## src/rtl/seat_pkg.sv

```systemverilog
// -----------------------------------------------------------------------------
// seat_pkg
//   Shared types and constants for the seat request controller.
//   - seat_state_t : 2-bit seat state as stored in the seat-state memory
//   - seat_no_t    : 8-bit seat number as presented by the front end
//   - time_min_t   : 11-bit minute-of-day
//   - ctrl_state_t : request controller FSM states
//   - seat_req_t   : one request FIFO entry {seat, state}
// -----------------------------------------------------------------------------
package seat_pkg;

  typedef enum logic [1:0] {
    ST_EMPTY    = 2'd0,
    ST_RESERVED = 2'd1,
    ST_AWAY     = 2'd2,
    ST_OCCUPIED = 2'd3
  } seat_state_t;

  typedef logic [7:0]  seat_no_t;
  typedef logic [10:0] time_min_t;

  localparam int NUM_SEATS = 32;

  typedef enum logic [2:0] {
    S_IDLE    = 3'd0,
    S_PRESENT = 3'd1,
    S_CHECK   = 3'd2,
    S_WRITE   = 3'd3,
    S_REJECT  = 3'd4,
    S_RESPOND = 3'd5
  } ctrl_state_t;

  typedef struct packed {
    seat_no_t    seat;
    seat_state_t state;
  } seat_req_t;

  // Seats outside 0..NUM_SEATS-1 do not exist in the memory.
  function automatic logic seat_in_range(input seat_no_t seat);
    return seat < seat_no_t'(NUM_SEATS);
  endfunction

endpackage

```

## src/rtl/seat_req_fifo.sv

```systemverilog
// -----------------------------------------------------------------------------
// seat_req_fifo
//   Small synchronous FIFO holding pending seat requests.
//   Ports:
//     clk, rst_n       clock, asynchronous active-low reset (empties the FIFO)
//     push, push_data  write one entry (accepted when not full, or when a pop
//                      happens in the same cycle)
//     pop              remove the head entry (ignored when empty)
//     head             current head entry (valid when !empty)
//     full, empty      occupancy flags, derived from pointer registers only
// -----------------------------------------------------------------------------
module seat_req_fifo #(
  parameter int DEPTH = 4,
  parameter int WIDTH = 10
) (
  input  logic             clk,
  input  logic             rst_n,
  input  logic             push,
  input  logic [WIDTH-1:0] push_data,
  input  logic             pop,
  output logic [WIDTH-1:0] head,
  output logic             full,
  output logic             empty
);

  localparam int AW = $clog2(DEPTH);

  logic [WIDTH-1:0] mem [DEPTH];
  // One extra pointer bit distinguishes full from empty.
  logic [AW:0]      wr_ptr;
  logic [AW:0]      rd_ptr;
  logic             do_push;
  logic             do_pop;

  assign empty = (wr_ptr == rd_ptr);
  assign full  = (wr_ptr[AW] != rd_ptr[AW]) && (wr_ptr[AW-1:0] == rd_ptr[AW-1:0]);

  assign do_pop  = pop && !empty;
  // A pop in the same cycle frees the slot, so a full FIFO can still accept.
  assign do_push = push && (!full || do_pop);

  always_ff @(posedge clk or negedge rst_n) begin
    if (!rst_n) begin
      wr_ptr <= '0;
      rd_ptr <= '0;
    end else begin
      if (do_push) wr_ptr <= wr_ptr + 1'b1;
      if (do_pop)  rd_ptr <= rd_ptr + 1'b1;
    end
  end

  // Storage carries no reset; the pointers alone define validity.
  always_ff @(posedge clk) begin
    if (do_push) mem[wr_ptr[AW-1:0]] <= push_data;
  end

  assign head = mem[rd_ptr[AW-1:0]];

endmodule

```

## src/rtl/seat_req_ctrl.sv

```systemverilog
// -----------------------------------------------------------------------------
// seat_req_ctrl
//   Upstream stage of the seat-state memory. Buffers kiosk/card seat requests,
//   pre-checks each one against the memory's Do_Not_Seat flag and the seat
//   range, commits accepted requests as a one-cycle memory write and returns an
//   accept/reject response. Also keeps the minute-of-day clock.
//
//   Optional build macro SEAT_TIME_SET_EN adds time_set / time_set_val for
//   loading the minute counter (clamped to DAY_MINUTES-1).
//
//   Ports:
//     clk_ctrl, rst_ctrl        clock, asynchronous active-low reset
//     req_valid/req_ready       request handshake, req_seat/req_state payload
//     rsp_valid/rsp_ok/rsp_seat one-cycle response pulse
//     Do_Not_Seat               conflict flag from the memory stage
//     write_mem2, Seat_No_mem2, Seat_State_mem2, Time_mem2  memory write side
//     time_set, time_set_val    (SEAT_TIME_SET_EN only) minute counter load
// -----------------------------------------------------------------------------
module seat_req_ctrl
  import seat_pkg::*;
#(
  parameter int TICKS_PER_MIN = 60,
  parameter int DAY_MINUTES   = 1440,
  parameter int FIFO_DEPTH    = 4
) (
  input  logic        clk_ctrl,
  input  logic        rst_ctrl,
`ifdef SEAT_TIME_SET_EN
  input  logic        time_set,
  input  logic [10:0] time_set_val,
`endif
  input  logic        req_valid,
  output logic        req_ready,
  input  logic [7:0]  req_seat,
  input  logic [1:0]  req_state,
  output logic        rsp_valid,
  output logic        rsp_ok,
  output logic [7:0]  rsp_seat,
  input  logic        Do_Not_Seat,
  output logic        write_mem2,
  output logic [7:0]  Seat_No_mem2,
  output logic [1:0]  Seat_State_mem2,
  output logic [10:0] Time_mem2
);

  // ---------------------------------------------------------------------------
  // Minute-of-day clock
  // ---------------------------------------------------------------------------
  localparam int TW = (TICKS_PER_MIN > 1) ? $clog2(TICKS_PER_MIN) : 1;
  localparam logic [TW-1:0] TICK_LAST = TW'(TICKS_PER_MIN - 1);
  localparam time_min_t     MIN_LAST  = time_min_t'(DAY_MINUTES - 1);

  logic [TW-1:0] tick_cnt;
  time_min_t     time_min;

  always_ff @(posedge clk_ctrl or negedge rst_ctrl) begin
    if (!rst_ctrl) begin
      tick_cnt <= '0;
      time_min <= '0;
    end else begin
`ifdef SEAT_TIME_SET_EN
      // A load wins over an increment falling in the same cycle.
      if (time_set) begin
        tick_cnt <= '0;
        time_min <= (time_set_val > MIN_LAST) ? MIN_LAST : time_set_val;
      end else
`endif
      if (tick_cnt == TICK_LAST) begin
        tick_cnt <= '0;
        time_min <= (time_min == MIN_LAST) ? time_min_t'(0) : time_min + 1'b1;
      end else begin
        tick_cnt <= tick_cnt + 1'b1;
      end
    end
  end

  assign Time_mem2 = time_min;

  // ---------------------------------------------------------------------------
  // Request FIFO
  // ---------------------------------------------------------------------------
  seat_req_t fifo_in;
  seat_req_t fifo_head;
  logic      fifo_push;
  logic      fifo_pop;
  logic      fifo_full;
  logic      fifo_empty;

  assign fifo_in.seat  = req_seat;
  assign fifo_in.state = seat_state_t'(req_state);

  // Held low during reset; otherwise depends only on FIFO pointer state, so
  // there is no path from req_valid.
  assign req_ready = rst_ctrl && !fifo_full;
  assign fifo_push = req_valid && req_ready;

  seat_req_fifo #(
    .DEPTH (FIFO_DEPTH),
    .WIDTH ($bits(seat_req_t))
  ) u_fifo (
    .clk       (clk_ctrl),
    .rst_n     (rst_ctrl),
    .push      (fifo_push),
    .push_data (fifo_in),
    .pop       (fifo_pop),
    .head      (fifo_head),
    .full      (fifo_full),
    .empty     (fifo_empty)
  );

  // ---------------------------------------------------------------------------
  // Request FSM: one request in flight at a time
  // ---------------------------------------------------------------------------
  ctrl_state_t state;
  ctrl_state_t state_next;
  seat_no_t    hold_seat;
  seat_state_t hold_state;
  logic        ok_reg;
  logic        reject;

  // Occupying a flagged seat is refused; other states may overwrite it.
  assign reject = (Do_Not_Seat && (hold_state == ST_OCCUPIED)) ||
                  !seat_in_range(hold_seat);

  always_ff @(posedge clk_ctrl or negedge rst_ctrl) begin
    if (!rst_ctrl) begin
      state <= S_IDLE;
    end else begin
      state <= state_next;
    end
  end

  // Hold register doubles as the memory address/state drivers, so those
  // outputs keep their last value between transactions.
  always_ff @(posedge clk_ctrl or negedge rst_ctrl) begin
    if (!rst_ctrl) begin
      hold_seat  <= '0;
      hold_state <= ST_EMPTY;
      ok_reg     <= 1'b0;
    end else begin
      if (fifo_pop) begin
        hold_seat  <= fifo_head.seat;
        hold_state <= fifo_head.state;
      end
      if (state == S_CHECK) begin
        ok_reg <= !reject;
      end
    end
  end

  always_comb begin
    state_next = state;
    fifo_pop   = 1'b0;
    write_mem2 = 1'b0;
    rsp_valid  = 1'b0;
    rsp_ok     = 1'b0;
    unique case (state)
      S_IDLE: begin
        if (!fifo_empty) begin
          fifo_pop   = 1'b1;
          state_next = S_PRESENT;
        end
      end
      S_PRESENT: begin
        state_next = S_CHECK;
      end
      S_CHECK: begin
        state_next = reject ? S_REJECT : S_WRITE;
      end
      S_WRITE: begin
        write_mem2 = 1'b1;
        state_next = S_RESPOND;
      end
      S_REJECT: begin
        state_next = S_RESPOND;
      end
      S_RESPOND: begin
        rsp_valid  = 1'b1;
        rsp_ok     = ok_reg;
        state_next = S_IDLE;
      end
      default: begin
        state_next = S_IDLE;
      end
    endcase
  end

  assign Seat_No_mem2    = hold_seat;
  assign Seat_State_mem2 = hold_state;
  assign rsp_seat        = hold_seat;

endmodule
```

## config.mk

```make
export PLATFORM = sky130hd
export DESIGN_NAME = seat_req_ctrl
export DESIGN_NICKNAME = d
export VERILOG_FILES = /design/src/rtl/seat_pkg.sv /design/src/rtl/seat_req_fifo.sv /design/src/rtl/seat_req_ctrl.sv
export SDC_FILE = /design/constraint.sdc
export NUM_CORES = 1
export LEC_CHECK = 0
export BUFFER_PORTS_ARGS = -buffer_cell sky130_fd_sc_hd__buf_2
export CAP_MARGIN = 10
export CORE_MARGIN = 8
export CORE_UTILIZATION = 53
export CTS_BUF_LIST = sky130_fd_sc_hd__clkbuf_2
export DETAILED_ROUTE_END_ITERATION = 10
export PLACE_DENSITY = 0.89
export SYNTH_ARGS = -nofsm -noshare
export SYNTH_HDL_FRONTEND = slang
export SYNTH_SLANG_ARGS = --single-unit
```

## constraint.sdc

```tcl
create_clock -name clk_ctrl -period 1.7 [get_ports clk_ctrl]
set_input_delay 0.425 -clock clk_ctrl [delete_from_list [all_inputs] [get_ports clk_ctrl]]
set_output_delay 0.425 -clock clk_ctrl [all_outputs]
set_load 0.01 [all_outputs]
```

==> impl_metrics.ini, run 1 <==
[placement]
port_buffers = 46
place.gp.congestion = 0.763
place_hpwl_um = 4350
post-place-ws_ns = 0.0685

[synthesis]
postSynthAreaPerCell_um2 = 15.0
syn-instance-count = 221
syn_nets = 242
yosys-top-cells-count = edfxtp_1 (40), dfrtp_1 (37), xnor2_1 (14)
ys_top_cells_by_area = edfxtp_1 (36%), dfrtp_1 (28%), mux4_2 (6.8%), mux2_2 (4.1%), xnor2_1 (3.7%)
async_flop_share = 0.481
synth.top_cell.area_share = 0.362
synth_area_um2 = 3320
synth-edff-count = 40
ys_types = 41
synthMuxAreaShare = 0.115
synth_top_flop_cell = edfxtp_1
yosysWarnings = 0
synth_compound_area_frac = 0.0434
synthSimpleGateAreaFrac = 0.0921
yosysTopAreaCell = edfxtp_1
synth_fa_ha_area_frac = 0.0264
ys_seq_area_frac = 0.642
synth_top_family_by_area = multiplexers
yosys_register_bits = 77
synth.most_common_cell = edfxtp_1
synthXorXnorAreaFrac = 0.0423

[worst_setup_path]
cp-start-kind = flop
endpoint_kind = output pin
crit_fanout = 2
crit_arrival_ns = 1.68
path_class = reg2out
cp.required_ns = 1.27

[clocking]
tritoncts = yes
clock_sinks = 77
path_clk_slew_ns = 0.24
h-tree-depth = 3
cts_buffer_depth = 2
cts_made_buffers = 9
cts-root-buf = clkbuf_2
clock_latency_ns = 0.53

[sta]
max_freq_mhz = 475
finClkSkew_ns = 0.0516
fin_ws_ns = -0.404
rsz0062_at_grt = yes
slew_headroom = 0.683
tightest_slew_ns = 0.475
setup_viol_count_final = 20
hold_viol_final = 0
fin_crit_ns = 2.10
final_max_slew_viol_count = 0
timing.final.crit_share = 1.24

[route]
wl_per_cell_um = 18.3
route.detailed.drc = 0
vias = 2131
drtIter0Drc = 113
dr.pass1.iters = 4
vias_per_cell = 5.59
drt_wl_total_um = 6970
antenna_left = 0

[global_routing]
grt_start_max_net_pins = 38
track_usage = 0.150
grt-ovfl-total = 0
grt_pass1_vias = 2109
grt_pass1_wl_um = 10300
antenna_found_initial = 0

[hold_path]
hold_class = in2reg

[final_layout]
fillCellCount = 407
ff_latch_area_um2 = 2130
drive_above_1_share = 0.467
largest_reg_flops = 40
antennaDiodeCount = 0
multi_input_area_um2 = 1190
final_nets = 320
area_growth_pct = 24.1

[outcome]
violations = negative setup slack
status = complete, but fails checks

[die]
initial_core_util = 0.534
die_h_um = 95.1
die_x_um = 95.1
row_count = 29
top_level_ports = 47
die-area_um2 = 9040
core_um2 = 6200

[pwr]
power_w = 0.00663
p_leak_nw = 1.70
p_per_area_nw_per_um2 = 1610
worst_ir_drop_vdd_mv = 0.955

[run]
drv_cap = 0
-- power by group --
| part | internal [W] | switching (W) |
|---|---|---|
| combinational | 0.00176 | 0.00126 |
| sequential | 0.00233 | 0.000249 |
| clock | 0.000357 | 0.000670 |
-- cell families after synthesis --
logic type                 after synthesis
xor gates and xnor gates                16
muxes                                   24
adders and majority gates                7
AOI/OAI and AO/OA                       19
DFF                                     77
buffers and inverters                   22
and+or+nand+nor                         56
-- cells in the final DEF (no fill, tap or decap), types with 3 or more instances in the layout --
cell	n
nor2_1	11
xnor2_1	11
and3_2	3
o21ai_0	7
mux4_2	10
ha_1	6
dfrtp_2	4
buf_4	24
buf_2	44
buf_6	6
inv_1	7
mux2_4	11
nand2_1	12
and3_4	4
nand4_1	6
clkbuf_2	10
xnor2_2	3
nand3_1	6
edfxtp_1	40
dfrtp_1	33
-- stage by stage --
step / hold slack [ns] / utilization / std cells / area (um2) / setup TNS, ns
global placement: 0.450 / 0.595 / 346 / 3690 / 0
global route: 0.0590 / 0.663 / 381 / 4110 / -3.41
finish: 0.0909 / 0.663 / 381 / 4110 / -0.983
CTS: 0.0592 / 0.639 / 371 / 3960 / -0.909
detailed placement: 0.462 / 0.595 / 346 / 3690 / 0
floorplan: 0.129 / - / 221 / 3320 / 0
-- cell type report --
cell class / count / area share
multi-input cells: 125 / 0.290
inverters: 8 / 0.00730
flip-flops and latches: 77 / 0.518
repair buffers: 78 / 0.132
clock inverters: 6 / 0.0173
clock buffers: 10 / 0.0122
well taps: 77 / 0.0234
-- per-layer routing --
metal,vias to the layer above,share of wire,global-route usage
li1,984,-,-
met1,1064,0.42,0.188
met2,66,0.51,0.242
met3,17,0.053,0.0276
met4,0,0.025,0.0845
met5,-,0,0
-- worst max-delay path, stage by stage (launching register included) --
cell	delay, ns
dfrtp_1	0.48
xnor2_2	0.16
nand3b_1	0.22
and2_4	0.18
buf_6	0.12
-- worst paths after layout --
check / start / to / slack, ns / depth (start not counted)
max in group asynchronous: rst_ctrl / Time_mem2[0]$_DFFE_PN0N_ / 0.74 / 3
worst max-delay path: u_fifo.wr_ptr[2]$_DFFE_PN0N_ / req_ready / -0.40 / 4
min in group asynchronous: rst_ctrl / Time_mem2[2]$_DFFE_PN0N_ / 0.57 / 3
worst max register to register: state[0]$_DFFE_PN0P_ / Seat_No_mem2[1]$_DFFE_PN0P_ / -0.02 / 5
worst min register to register: state[2]$_DFFE_PN0P_ / state[1]$_DFFE_PN0P_ / 0.51 / 1
worst min-delay path: req_state[1] / u_fifo.mem[0][1]$_DFFE_PP_ / 0.09 / 1
-- timing repair --
| action | 4_1_cts | 5_1_grt |
|---|---|---|
| resized for setup | 21 | 16 |
| hold endpoints to repair | 26 | 0 |
| setup buffers | 8 | 7 |
| pin swaps | 6 | 7 |
| hold buffers | 1 | 0 |
| cloned | 0 | 4 |
| endpoints found under the setup margin | 4 | 62 |
(Power assumes the default switching activity.)
==> run 2: changes to the inputs <==
--- a/config.mk
+++ b/config.mk
@@ -9,7 +9,7 @@
 export CAP_MARGIN = 10
 export CORE_MARGIN = 8
 export CORE_UTILIZATION = 53
-export CTS_BUF_LIST = sky130_fd_sc_hd__clkbuf_2
+export CTS_BUF_LIST = sky130_fd_sc_hd__clkbuf_4 sky130_fd_sc_hd__clkbuf_8
 export DETAILED_ROUTE_END_ITERATION = 10
 export PLACE_DENSITY = 0.89
 export SYNTH_ARGS = -nofsm -noshare
==> constraint.sdc (replaced) <==
create_clock -name clk_ctrl -period 1.8 [get_ports clk_ctrl]
set_input_delay 0.45 -clock clk_ctrl [delete_from_list [all_inputs] [get_ports clk_ctrl]]
set_output_delay 0.45 -clock clk_ctrl [all_outputs]
set_load 0.01 [all_outputs]
==> run 2 against run 1 <==
The flow still finishes with violations (negative setup slack); register-to-register slack gained 0.08 ns; sequential cell count is the same; cell area shrank 4.4%; critical path depth is the same; clock skew shrank 0.042 ns; wire length shrank 9.5%; power shrank 10%; first-iteration DRC count grew 9.7%; global-route usage shrank 0.38 points; count of clock-buffer cells in the layout grew 2; utilization shrank 2.9 points; largest cell class unchanged; largest power group is now sequential cells; highest routed layer unchanged.
==> impl_metrics.ini, run 2 (synthesized netlist as in run 1, its figures left out) <==
[outcome]
status = complete, but fails checks
violations = negative setup slack

[final_layout]
layout_common_cells = buf_2 (45), edfxtp_1 (40), dfrtp_1 (36)
final_common_cell = buf_2
drive_above_1_share = 0.406
antennaDiodeCount = 0
area_growth_pct = 18.6
final_nets = 304
final_area_um2 = 3930
largest_reg_flops = 40

[die]
die_h_um = 95.1
row_count = 29
initial_core_util = 0.534
top_level_ports = 47
die-area_um2 = 9040
die_x_um = 95.1
core_um2 = 6200

[sta]
tightest_slew_ns = 0.429
hold_viol_final = 0
fin_crit_ns = 1.81
setup_viol_count_final = 1
fin_ws_ns = -0.0130
finClkSkew_ns = 0.00976
slew_headroom = 0.714
rsz0062_at_grt = yes
timing.final.crit_share = 1.01
max_freq_mhz = 552
final_max_slew_viol_count = 0

[clocking]
cts_hold_buf = 0
h-tree-depth = 3
clock_sinks = 77
cts_made_buffers = 9
path_clk_slew_ns = 0.08
clock_latency_ns = 0.34
cts_buffer_depth = 2
tritoncts = yes
cts-root-buf = clkbuf_8

[worst_setup_path]
cp.required_ns = 1.35
cp-start-kind = flop
crit_arrival_ns = 1.36
slowest_stage = dfrtp_1
crit_fanout = 4
endpoint_kind = output pin
crit_chain = xnor2_2, nand3b_1, and2_4, buf_6
path_class = reg2out
cpPeakStageDelay_ns = 0.41

[run]
drv_cap = 0

[hold_path]
hold_class = in2async

[route]
vias_per_cell = 5.47
drtIter0Drc = 124
route.detailed.drc = 0
antenna_left = 0
vias = 1998
dr.pass1.iters = 4
wl_per_cell_um = 17.3
drt_wl_total_um = 6300

[placement]
place_area_um2 = 3660
port_buffers = 46
place_hpwl_um = 4310
place.gp.congestion = 0.798

[global_routing]
antenna_found_initial = 0
grt_pass1_wl_um = 9860
track_usage = 0.146
grt_start_max_net_pins = 33
grt-ovfl-total = 0
grt_pass1_vias = 1980

[pwr]
p_per_area_nw_per_um2 = 1510
p_leak_nw = 1.61
worst_ir_drop_vdd_mv = 1.06
power_w = 0.00595
==> run 2: cell count changes in the layout (fill, tap and decap cells not counted), sizes merged <==
| cell | previous run | this run |
|---|---|---|
| clkbuf | 11 | 12 |
| and3 | 7 | 4 |
| clkinvlp | 2 | 1 |
| inv | 10 | 9 |
| dlygate4sd3 | 1 | 0 |
| buf | 76 | 65 |
==> run 2: layout make-up <==
type | count | area, um2
Sequential cell | 77 | 2130
Inverter | 8 | 30.0
Multi-Input combinational cell | 122 | 1090
Clock buffer | 12 | 146
Tap cell | 77 | 96.3
Timing Repair Buffer | 65 | 395
Fill cell | 443 | 2270
Clock inverter | 4 | 50.0
==> run 2: final timing paths <==
path / startpoint / end / slack (ns) / depth (start not counted)
max reg2reg: state[2]$_DFFE_PN0P_ / Seat_No_mem2[0]$_DFFE_PN0P_ / 0.06 / 5
max: u_fifo.wr_ptr[2]$_DFFE_PN0N_ / req_ready / -0.01 / 4
min: rst_ctrl / Seat_State_mem2[0]$_DFFE_PN0P_ / 0.03 / 2
min reg2reg: ok_reg$_DFFE_PN0P_ / ok_reg$_DFFE_PN0P_ / 0.51 / 2
min in group clk_ctrl: req_seat[3] / u_fifo.mem[3][5]$_DFFE_PP_ / 0.32 / 1
max in group asynchronous: rst_ctrl / state[0]$_DFFE_PN0P_ / 1.12 / 3
==> run 2: timing repair <==
item	CTS	global route
pin swaps	2	2
gates resized for setup	4	8
buffers inserted	2	3
endpoints found under the setup margin	2	35
==> run 2: power breakdown <==
| group | total (W) | internal [W] | switching [W] | leakage (nW) |
|---|---|---|---|---|
| clock network | 0.00129 | 0.000689 | 0.000601 | 0.0989 |
| logic | 0.00223 | 0.00122 | 0.00101 | 0.687 |
| registers | 0.00243 | 0.00221 | 0.000217 | 0.824 |
| total | 0.00595 | 0.00412 | 0.00183 | 1.61 |
==> run 2: per-layer routing <==
layer / vias to the layer above / wire (um) / part of all wire / global-route usage
met5: - / 0 / 0 / 0
met2: 61 / 3170 / 0.50 / 0.235
li1: 932 / - / - / -
met1: 994 / 2660 / 0.42 / 0.181
met4: 0 / 133 / 0.021 / 0.0780
met3: 11 / 336 / 0.053 / 0.0331
==> run 2: through the flow <==
stage          hold slack [ns]  std cells   util  setup slack, ns  TNS [ns]
6_report                0.0330        365  0.634          -0.0130   -0.0130
5_1_grt                 0.0358        365  0.634           -0.106    -0.137
4_1_cts                 0.0240        362  0.626          -0.0220   -0.0220
3_5_place_dp             0.392        344  0.590           0.0469         0
3_3_place_gp             0.392        344  0.590           0.0907         0
2_1_floorplan            0.154        221      -           0.0115         0
==> run 2: critical path, delay by kind of cell (launching register included) <==
family	cells	cell delay (ns)
DFF	1	0.41
xor gates and xnor gates	1	0.14
buffers and inverters	1	0.12
and+or+nand+nor	2	0.35
